## src/rtl/iob_uart_master.sv

```systemverilog
// iob_uart_master: IOb bus initiator that configures an iob_uart and then
// moves bytes between a valid/ready byte stream and the UART data registers.
// Only one bus request is ever outstanding. A fixed priority flag alternates
// between TX and RX service, so neither direction can starve the other.
module iob_uart_master #(
  parameter int DATA_W         = 32,
  parameter int ADDR_W         = 3,
  parameter int SOFTRESET_ADDR = 0,
  parameter int DIV_ADDR       = 1,
  parameter int TXDATA_ADDR    = 2,
  parameter int TXEN_ADDR      = 3,
  parameter int TXREADY_ADDR   = 4,
  parameter int RXDATA_ADDR    = 5,
  parameter int RXEN_ADDR      = 6,
  parameter int RXREADY_ADDR   = 7
) (
  input  logic                clk,
  input  logic                rst,
  input  logic                cfg_start,
  input  logic [15:0]         cfg_div,
  output logic                init_done,
  input  logic [7:0]          tx_data,
  input  logic                tx_valid,
  output logic                tx_ready,
  output logic [7:0]          rx_data,
  output logic                rx_valid,
  input  logic                rx_ready,
  output logic                m_valid,
  output logic [ADDR_W-1:0]   m_address,
  output logic [DATA_W-1:0]   m_wdata,
  output logic [DATA_W/8-1:0] m_wstrb,
  input  logic [DATA_W-1:0]   m_rdata,
  input  logic                m_ready
);

  typedef enum logic [2:0] {
    S_IDLE, S_INIT, S_SCHED, S_POLL_TX, S_WR_TX, S_POLL_RX, S_RD_RX
  } state_t;

  localparam logic [ADDR_W-1:0] A_SOFTRESET = ADDR_W'(SOFTRESET_ADDR);
  localparam logic [ADDR_W-1:0] A_DIV       = ADDR_W'(DIV_ADDR);
  localparam logic [ADDR_W-1:0] A_TXDATA    = ADDR_W'(TXDATA_ADDR);
  localparam logic [ADDR_W-1:0] A_TXEN      = ADDR_W'(TXEN_ADDR);
  localparam logic [ADDR_W-1:0] A_TXREADY   = ADDR_W'(TXREADY_ADDR);
  localparam logic [ADDR_W-1:0] A_RXDATA    = ADDR_W'(RXDATA_ADDR);
  localparam logic [ADDR_W-1:0] A_RXEN      = ADDR_W'(RXEN_ADDR);
  localparam logic [ADDR_W-1:0] A_RXREADY   = ADDR_W'(RXREADY_ADDR);

  localparam logic [2:0] LAST_INIT_STEP = 3'd4;

  state_t                r_state;
  logic [2:0]            r_init_step;
  logic [15:0]           r_div;
  logic [7:0]            r_tx_byte;
  logic                  r_prio_tx;     // 1: TX has priority, 0: RX has priority
  logic                  r_init_done;
  logic                  r_tx_ready;
  logic [7:0]            r_rx_data;
  logic                  r_rx_valid;
  logic                  r_m_valid;
  logic [ADDR_W-1:0]     r_m_address;
  logic [DATA_W-1:0]     r_m_wdata;
  logic [DATA_W/8-1:0]   r_m_wstrb;

  logic                  w_req_en;
  logic                  w_req_wr;
  logic [ADDR_W-1:0]     w_req_addr;
  logic [15:0]           w_req_data;
  logic                  w_ack;
  logic                  w_rd_bit;

  assign w_ack    = r_m_valid & m_ready;
  assign w_rd_bit = m_rdata[0];

  // Decode the bus request that the current state wants to issue.
  always_comb begin
    // NOTE: every output gets a default first so no path leaves it unassigned
    // (which would infer a latch).
    w_req_en   = 1'b1;
    w_req_wr   = 1'b0;
    w_req_addr = '0;
    w_req_data = '0;
    case (r_state)
      S_INIT: begin
        w_req_wr = 1'b1;
        case (r_init_step)
          3'd0:    begin w_req_addr = A_SOFTRESET; w_req_data = 16'd1; end
          3'd1:    begin w_req_addr = A_SOFTRESET; w_req_data = 16'd0; end
          3'd2:    begin w_req_addr = A_DIV;       w_req_data = r_div; end
          3'd3:    begin w_req_addr = A_TXEN;      w_req_data = 16'd1; end
          default: begin w_req_addr = A_RXEN;      w_req_data = 16'd1; end
        endcase
      end
      S_POLL_TX: w_req_addr = A_TXREADY;
      S_WR_TX: begin
        w_req_wr   = 1'b1;
        w_req_addr = A_TXDATA;
        w_req_data = {8'd0, r_tx_byte};
      end
      S_POLL_RX: w_req_addr = A_RXREADY;
      S_RD_RX:   w_req_addr = A_RXDATA;
      default:   w_req_en = 1'b0;
    endcase
  end

  // Main FSM: bus request/response handling, scheduling and the RX buffer.
  always_ff @(posedge clk or posedge rst) begin
    if (rst) begin
      r_state     <= S_IDLE;
      r_init_step <= '0;
      r_div       <= '0;
      r_tx_byte   <= '0;
      r_prio_tx   <= 1'b0;
      r_init_done <= 1'b0;
      r_tx_ready  <= 1'b0;
      r_rx_data   <= '0;
      r_rx_valid  <= 1'b0;
      r_m_valid   <= 1'b0;
      r_m_address <= '0;
      r_m_wdata   <= '0;
      r_m_wstrb   <= '0;
    end else begin
      // NOTE: non-blocking assignments throughout, so every branch reads the
      // state as it was at the clock edge regardless of statement order.
      r_tx_ready <= 1'b0;
      if (r_rx_valid && rx_ready) r_rx_valid <= 1'b0;

      // A request is held until acknowledged, then the bus idles one cycle.
      if (w_ack) begin
        r_m_valid   <= 1'b0;
        r_m_address <= '0;
        r_m_wdata   <= '0;
        r_m_wstrb   <= '0;
      end else if (w_req_en && !r_m_valid) begin
        r_m_valid   <= 1'b1;
        r_m_address <= w_req_addr;
        r_m_wdata   <= DATA_W'(w_req_data);
        r_m_wstrb   <= w_req_wr ? '1 : '0;
      end

      case (r_state)
        S_IDLE: begin
          if (cfg_start) begin
            r_div       <= cfg_div;
            r_init_step <= '0;
            r_state     <= S_INIT;
          end
        end
        S_INIT: begin
          if (w_ack) begin
            if (r_init_step == LAST_INIT_STEP) begin
              r_init_done <= 1'b1;
              r_state     <= S_SCHED;
            end else begin
              r_init_step <= r_init_step + 3'd1;
            end
          end
        end
        S_SCHED: begin
          if (cfg_start) begin
            r_rx_valid  <= 1'b0;
            r_init_done <= 1'b0;
            r_div       <= cfg_div;
            r_init_step <= '0;
            r_state     <= S_INIT;
          end else if (tx_valid && (r_prio_tx || r_rx_valid)) begin
            r_tx_byte  <= tx_data;
            r_tx_ready <= 1'b1;
            r_state    <= S_POLL_TX;
          end else if (!r_rx_valid) begin
            r_state <= S_POLL_RX;
          end
        end
        S_POLL_TX: begin
          if (w_ack && w_rd_bit) r_state <= S_WR_TX;
        end
        S_WR_TX: begin
          if (w_ack) begin
            r_prio_tx <= 1'b0;
            r_state   <= S_SCHED;
          end
        end
        S_POLL_RX: begin
          if (w_ack) begin
            if (w_rd_bit) begin
              r_state <= S_RD_RX;
            end else begin
              r_prio_tx <= 1'b1;
              r_state   <= S_SCHED;
            end
          end
        end
        S_RD_RX: begin
          if (w_ack) begin
            r_rx_data  <= m_rdata[7:0];
            r_rx_valid <= 1'b1;
            r_prio_tx  <= 1'b1;
            r_state    <= S_SCHED;
          end
        end
        default: r_state <= S_IDLE;
      endcase
    end
  end

  assign init_done = r_init_done;
  assign tx_ready  = r_tx_ready;
  assign rx_data   = r_rx_data;
  assign rx_valid  = r_rx_valid;
  assign m_valid   = r_m_valid;
  assign m_address = r_m_address;
  assign m_wdata   = r_m_wdata;
  assign m_wstrb   = r_m_wstrb;

endmodule

```

## config.mk

```make
export PLATFORM = sky130hd
export DESIGN_NAME = iob_uart_master
export DESIGN_NICKNAME = d
export VERILOG_FILES = /design/src/rtl/iob_uart_master.sv
export SDC_FILE = /design/constraint.sdc
export NUM_CORES = 1
export LEC_CHECK = 0
export ABC_AREA = 1
export CAP_MARGIN = 15
export CORE_ASPECT_RATIO = 2
export CORE_MARGIN = 4
export CORE_UTILIZATION = 45
export CTS_CLUSTER_DIAMETER = 120
export CTS_CLUSTER_SIZE = 8
export DETAILED_ROUTE_END_ITERATION = 8
export PLACE_DENSITY = 0.82
export SLEW_MARGIN = 20
export SYNTH_ARGS = -nofsm -noshare
export SYNTH_HDL_FRONTEND = slang
export SYNTH_SLANG_ARGS = --single-unit
```

## constraint.sdc

```tcl
create_clock -name clk -period 2.56 [get_ports clk]
set_clock_uncertainty 0.2 [all_clocks]
set_input_delay 0.512 -clock clk [delete_from_list [all_inputs] [get_ports clk]]
set_output_delay 0.512 -clock clk [all_outputs]
set_load 0.05 [all_outputs]
```

==> impl_metrics.toml, run 1 <==
[timing]
rsz0062_at_grt = "no"
setup_viol = 0
max_freq_mhz = 441
period_needed_ps = 2270
period_share = 0.886
drv_slew = 0
worst_pin_slew_ps = 550
fin_setup_tns_ps = 0
hold_violations = 0
maxSlewHeadroom = 0.632

[power]
ir_worst_vdd_mv = 0.530
total_power_mw = 5.04
p_int_mw = 2.92
powerDensity_nw_per_um2 = 1220
leakagePower_nw = 2.05
seq_power_share = 0.315
switching_share = 0.422
p_comb_frac = 0.428
pwr-share-clk = 0.257
p_switching_mw = 2.13

[global_routing]
grt_pass1_vias = 2612
grt_overflow = 0
antenna_found_initial = 0
grt_pass1_wl_um = 12100
grt_usage = 0.190
grt_max_degree = 32

[die]
chipHeight_um = 125
start_util = 0.463
fp.coreArea_um2 = 6670
rows = 42
pin_count = 113
fp.dieW_um = 66.6
die_area_um2 = 8330

[logic_synthesis]
ys_seq_elements = 63
synthesis.area_um2 = 3090
postSynthAreaPerCell_um2 = 8.70
netlist_top_cells_area = "dfrtp_1 (51%), nand2_1 (15%), mux2_2 (5.1%)"
synth.top_cell.area_share = 0.511
yosysWarnings = 0
synth_cells = 355
yosysSeqAreaShare = 0.511
synth_top_area_cell = "dfrtp_1"
synth.distinct_cells = 27

[worst_hold_path]
min_path_type = "reg2reg"

[placement]
globalplace.congestion = 0.825
dp_hpwl_um = 5460
port_buffers = 72

[setup_path]
crit_required_ps = 1850
arrival_ps = 1560
critPathKind = "reg2out"
cpPeakStageDelay_ps = 840
worstSetupEndpointType = "output port"
path_buf_inv = 1
critical-path-top-delay-family = "buffers and inverters"
slowest_stage = "clkdlybuf4s50_1"
path_cells = "clkdlybuf4s50_1"
worstPathMaxFanout = 4
start_kind = "register"

[drt]
initialDrtViolationCount = 131
drt_wl_total_um = 7320
drcViolationCount = 0
dr.pass1.iters = 6
wl_per_cell_um = 14.0
vias_per_cell = 4.95
antenna_left = 0
vias = 2592

[clocking]
numCtsBuffers = 9
clk_path_buf_depth = 2
root_buffer = "clkbuf_16"
cts_num_sinks = 63
post_cts_resized = 0
clk_pin_slew_ps = 50
cts_setup_buffers = 0
clk_latency_ps = 330
tritoncts = "built"
hold_buffers = 0
cts_max_level = 3

[cells_and_area]
area_growth_pct = 33.7
drive_gt1_frac = 0.122
antennaDiodeCount = 0
nets = 498
fillers = 581
multi_input_area_um2 = 1230
sequential_cell_area_um2 = 1580

[run_status]
outcome = "finished, final reports clean"

[job]
drv_cap = 0
## path summary, 6_finish.rpt
path / depth (start not counted) / endpoint / slack [ps] / start
max: 1 / m_valid / 290 / m_valid
min: 2 / m_wdata[4] / 270 / m_wdata[4]
max reg2reg: 8 / m_wdata[8] / 490 / r_init_step[0]
min reg2reg: 2 / m_wdata[4] / 270 / m_wdata[4]
max in group asynchronous: 3 / m_valid / 1280 / rst
min in group asynchronous: 2 / m_wdata[14] / 330 / rst
## placed cells by master (no fill, tap or decap), types with 6 or more instances in the layout
master,Yosys,layout
nor2_1,14,14
inv_2,5,6
mux2_2,14,14
nand3_1,28,28
clkbuf_16,0,9
inv_1,26,25
nand2_1,126,126
o21ai_0,24,24
dfrtp_1,63,63
conb_1,1,16
clkdlybuf4s50_1,0,72
## Yosys cell counts
| cell type | number |
|---|---|
| buf_4 | 20 |
| nor3_1 | 1 |
| nand3b_1 | 1 |
| nor2_4 | 2 |
| buf_6 | 5 |
| inv_1 | 26 |
| mux2_2 | 14 |
| o211ai_2 | 1 |
| nand2_4 | 2 |
| or2_2 | 1 |
| dfrtp_1 | 63 |
| nor2_1 | 14 |
| nor2_2 | 2 |
| ha_1 | 5 |
| a21oi_1 | 5 |
| mux2_1 | 1 |
| inv_2 | 5 |
| nand2_2 | 2 |
| nand4_1 | 1 |
| nand3_2 | 2 |
| clkinv_2 | 1 |
| nand2_1 | 126 |
| o21ai_0 | 24 |
| buf_2 | 1 |
| o21ai_1 | 1 |
| conb_1 | 1 |
| nand3_1 | 28 |
## per-layer routing
| metal | routed length [um] | up-vias | track usage | share of wire |
|---|---|---|---|---|
| met4 | 287 | 0 | 0.113 | 0.039 |
| li1 | - | 1248 | - | - |
| met1 | 2620 | 1215 | 0.195 | 0.36 |
| met5 | 0 | - | 0 | 0 |
| met2 | 4090 | 100 | 0.336 | 0.56 |
| met3 | 326 | 29 | 0.0395 | 0.045 |
## final cells by class
class	count	area share
inverter	32	0.0294
tap	88	0.0267
timing repair buffer	76	0.185
clock buffer	9	0.0545
clock inverter	7	0.0236
multi-input combinational	249	0.299
sequential	63	0.382
## per-stage QoR
step,worst slack (ps),hold slack (ps),utilization,area [um2],cells
6_report,293,266,0.619,4130,524
5_1_grt,250,298,0.619,4130,524
2_1_floorplan,278,236,-,3140,370
4_1_cts,279,271,0.619,4130,524
3_3_place_gp,320,251,0.570,3810,508
3_5_place_dp,293,257,0.570,3810,508
## power groups by stage
stage | clock, mW | sequential, mW | combinational, mW
floorplan | 0 | 1.96 | 1.23
global placement | 0 | 1.57 | 2.09
detailed placement | 0 | 1.60 | 2.16
CTS | 1.32 | 1.58 | 2.18
global route | 1.36 | 1.63 | 2.35
finish | 1.29 | 1.59 | 2.16
## flip-flops by register name, summed over array words and instances (netlist names), 3 cells and up
| signal | count |
|---|---|
| r_div | 16 |
| rx_data | 8 |
| m_address | 3 |
| r_tx_byte | 8 |
| r_state | 3 |
| r_init_step | 3 |
| m_wdata | 16 |
## logic make-up after synthesis
| logic type | after synthesis | synth area share |
|---|---|---|
| simple gates | 182 | 0.253 |
| buf+inv | 58 | 0.108 |
| fa+ha+maj | 5 | 0.0203 |
| mux | 15 | 0.0547 |
| other cells | 1 | 0.00121 |
| compound gates | 31 | 0.0527 |
| flops | 63 | 0.511 |
No activity file was read; power rests on OpenSTA's default activity.
==> run 2: changes to the inputs <==
Settings changed: SLEW_MARGIN 20 to 5.
==> results of run 2 <==
Final layout, timing and power as in run 1 (identical DEF).
==> edit: new RTL, settings of run 2 <==
The 7 states of `state_t` get a Gray code encoding in 3 bits.
--- a/src/rtl/iob_uart_master.sv
+++ b/src/rtl/iob_uart_master.sv
@@ -34,7 +34,7 @@
 );
 
   typedef enum logic [2:0] {
-    S_IDLE, S_INIT, S_SCHED, S_POLL_TX, S_WR_TX, S_POLL_RX, S_RD_RX
+    S_IDLE = 3'b000, S_INIT = 3'b001, S_SCHED = 3'b011, S_POLL_TX = 3'b010, S_WR_TX = 3'b110, S_POLL_RX = 3'b111, S_RD_RX = 3'b101
   } state_t;
 
   localparam logic [ADDR_W-1:0] A_SOFTRESET = ADDR_W'(SOFTRESET_ADDR);
Formal check against the unedited RTL: no difference found for any inputs over 10 cycles, from zero or initial values and one cycle with rst high; not proved beyond that.
==> edit against run 2 <==
Critical path depth unchanged; count of clock-buffer cells in the layout grew 2; routed wire length grew 11%; sequential cell count unchanged; design area rose by 0.67%; largest power group unchanged; critical endpoint unchanged; highest routed layer unchanged; power rose by 2.8%; worst setup slack lost 0.028 ns; non-clock buffer count stayed put; area after synthesis up 2.6%.
==> edit: results (changes against run 2) <==
- Status: completed
- CTS Buf Count: 9 (unchanged)
- Hold path startpoint: m_wdata[1]$_DFFE_PP0P_
- CP max stage delay: 0.83 ns
- RR Startpoint: r_prio_tx$_DFFE_PP0P_
- First-pass GRT wire length: 12700 µm (+5.0%)
- I/O Buffers: 72 (unchanged)
- Dpl cells: 519 (+2.2%)
- Reg2Reg Depth: 5 (-3)
- First-pass iteration count of the detailed router: 4 (-2)
- Slowest-stage cell, CP: clkdlybuf4s50_1
- Area contributors post-synth: dfrtp_1 50%, nand2_1 14%, nand3_1 7.1%
- Post-Layout Cell Count: 534 (+1.9%)
- Longest Clk Path Bufs: 2 (unchanged)
- Met2 usage: 36.9% (+3.3 points)
- Initial antenna violation count: 0 (unchanged)
- Post-synth top flop: dfrtp_1
- Root Driver: clkbuf_16
- Vias: 2715 (+4.7%)
- Layout fillers: 610 (+5.0%)
- Slew @ Worst Pin: 0.647 ns (+0.0969 ns)
- Post-CTS Resized: 0 (unchanged)
- Drt total wl: 8140 µm (+11%)
- Mapped Cells: 366 (+3.1%)
- Fraction of synthesized area in multiplexers: 2.49% (-3.0 points)
- Post-synth top cells: 117 x nand2_1, 63 x dfrtp_1, 45 x nand3_1, 24 x inv_1, 20 x buf_4
- R2R Setup Slk: 0.70 ns (+0.21 ns)
- Pre-CTS WS: 0.210 ns (-0.0826 ns)
- Hold Crit Endpoint: m_wdata[1]$_DFFE_PP0P_
- GRT Total Usage: 20.3% (+1.4 points)
- Final HPWL DP: 6000 µm (+9.9%)
- RePlAce Congestion: 0.949 (+15%)
- Largest net degree at the start of global routing: 64 (+100%)
- LEAKAGE: 0.00207 µW (+0.75%)
- Hold path depth: 2 (unchanged)
- Distinct cells, synth: 33 (+22%)
- Share of cells above drive strength 1: 12.6% (+0.46 points)
- Compound-Gate Fraction of Synth Area: 5.85% (+0.58 points)
- Async set-reset flop share out of synthesis: 100% (unchanged)
- Final worst setup slack: 0.265 ns (-0.0276 ns)
- XOR/XNOR Fraction of Synth Area: 0% (unchanged)
- H-tree Lvls: 3 (unchanged)
- Worst Path Max Fanout: 5 (+1)
- Routing usage on met3: 3.99% (+0.036 points)
- Initial drt markers: 193 (+47%)
- Cell family with most CP delay: buffers and inverters
- Adder-cell share of the synthesized area: 1.97% (-0.051 points)
- Max VDD drop: 0.690 mV (+30%)
- Vias in the first global route: 2647 (+1.3%)
- Met1 Resource Use GR: 20.6% (+1.0 points)
- Worst EP arrival: 1.58 ns (+0.02 ns)
- Sequential cell area fraction in the yosys report: 49.8% (-1.3 points)
- Min-Delay Path Class: reg2reg
- R2r endpoint: r_tx_byte[6]$_DFFE_PP0P_
- Fin nets: 507 (+1.8%)
- Worst hold slack: 0.265 ns (-0.000649 ns)
- Crit path from: m_valid$_DFFE_PP0P_
- Placed inst area: 3880 µm² (+1.8%)
- Worst skew pair latency: 0.33 ns (about the same)
-- edit: layout make-up --
class / instances / area [µm²] / share of cell area [%]
sequential: 63 / 1580 / 37.9
multi-input combinational: 261 / 1310 / 31.5
tap: 90 / 113 / 2.71
clock buffer: 11 / 233 / 5.60
inverter: 29 / 113 / 2.71
clock inverter: 4 / 47.5 / 1.14
timing repair buffer: 76 / 763 / 18.4
-- edit: where the power goes --
group	total [µW]	switching, µW	internal, µW
Clock	1160	417	744
Sequential	1620	252	1370
Combinational	2410	1660	748
Total	5190	2330	2860
-- edit: cell families after synthesis --
| family | Yosys count |
|---|---|
| buffers and inverters | 57 |
| other | 1 |
| muxes | 7 |
| AOI/OAI and AO/OA | 33 |
| DFF | 63 |
| adders and majority gates | 5 |
| and+or+nand+nor | 200 |
-- edit: per-layer routing --
| metal | part of all wire, % | vias up |
|---|---|---|
| met5 | 0 | - |
| li1 | - | 1291 |
| met3 | 4.7 | 20 |
| met4 | 3.7 | 0 |
| met1 | 34 | 1311 |
| met2 | 58 | 93 |
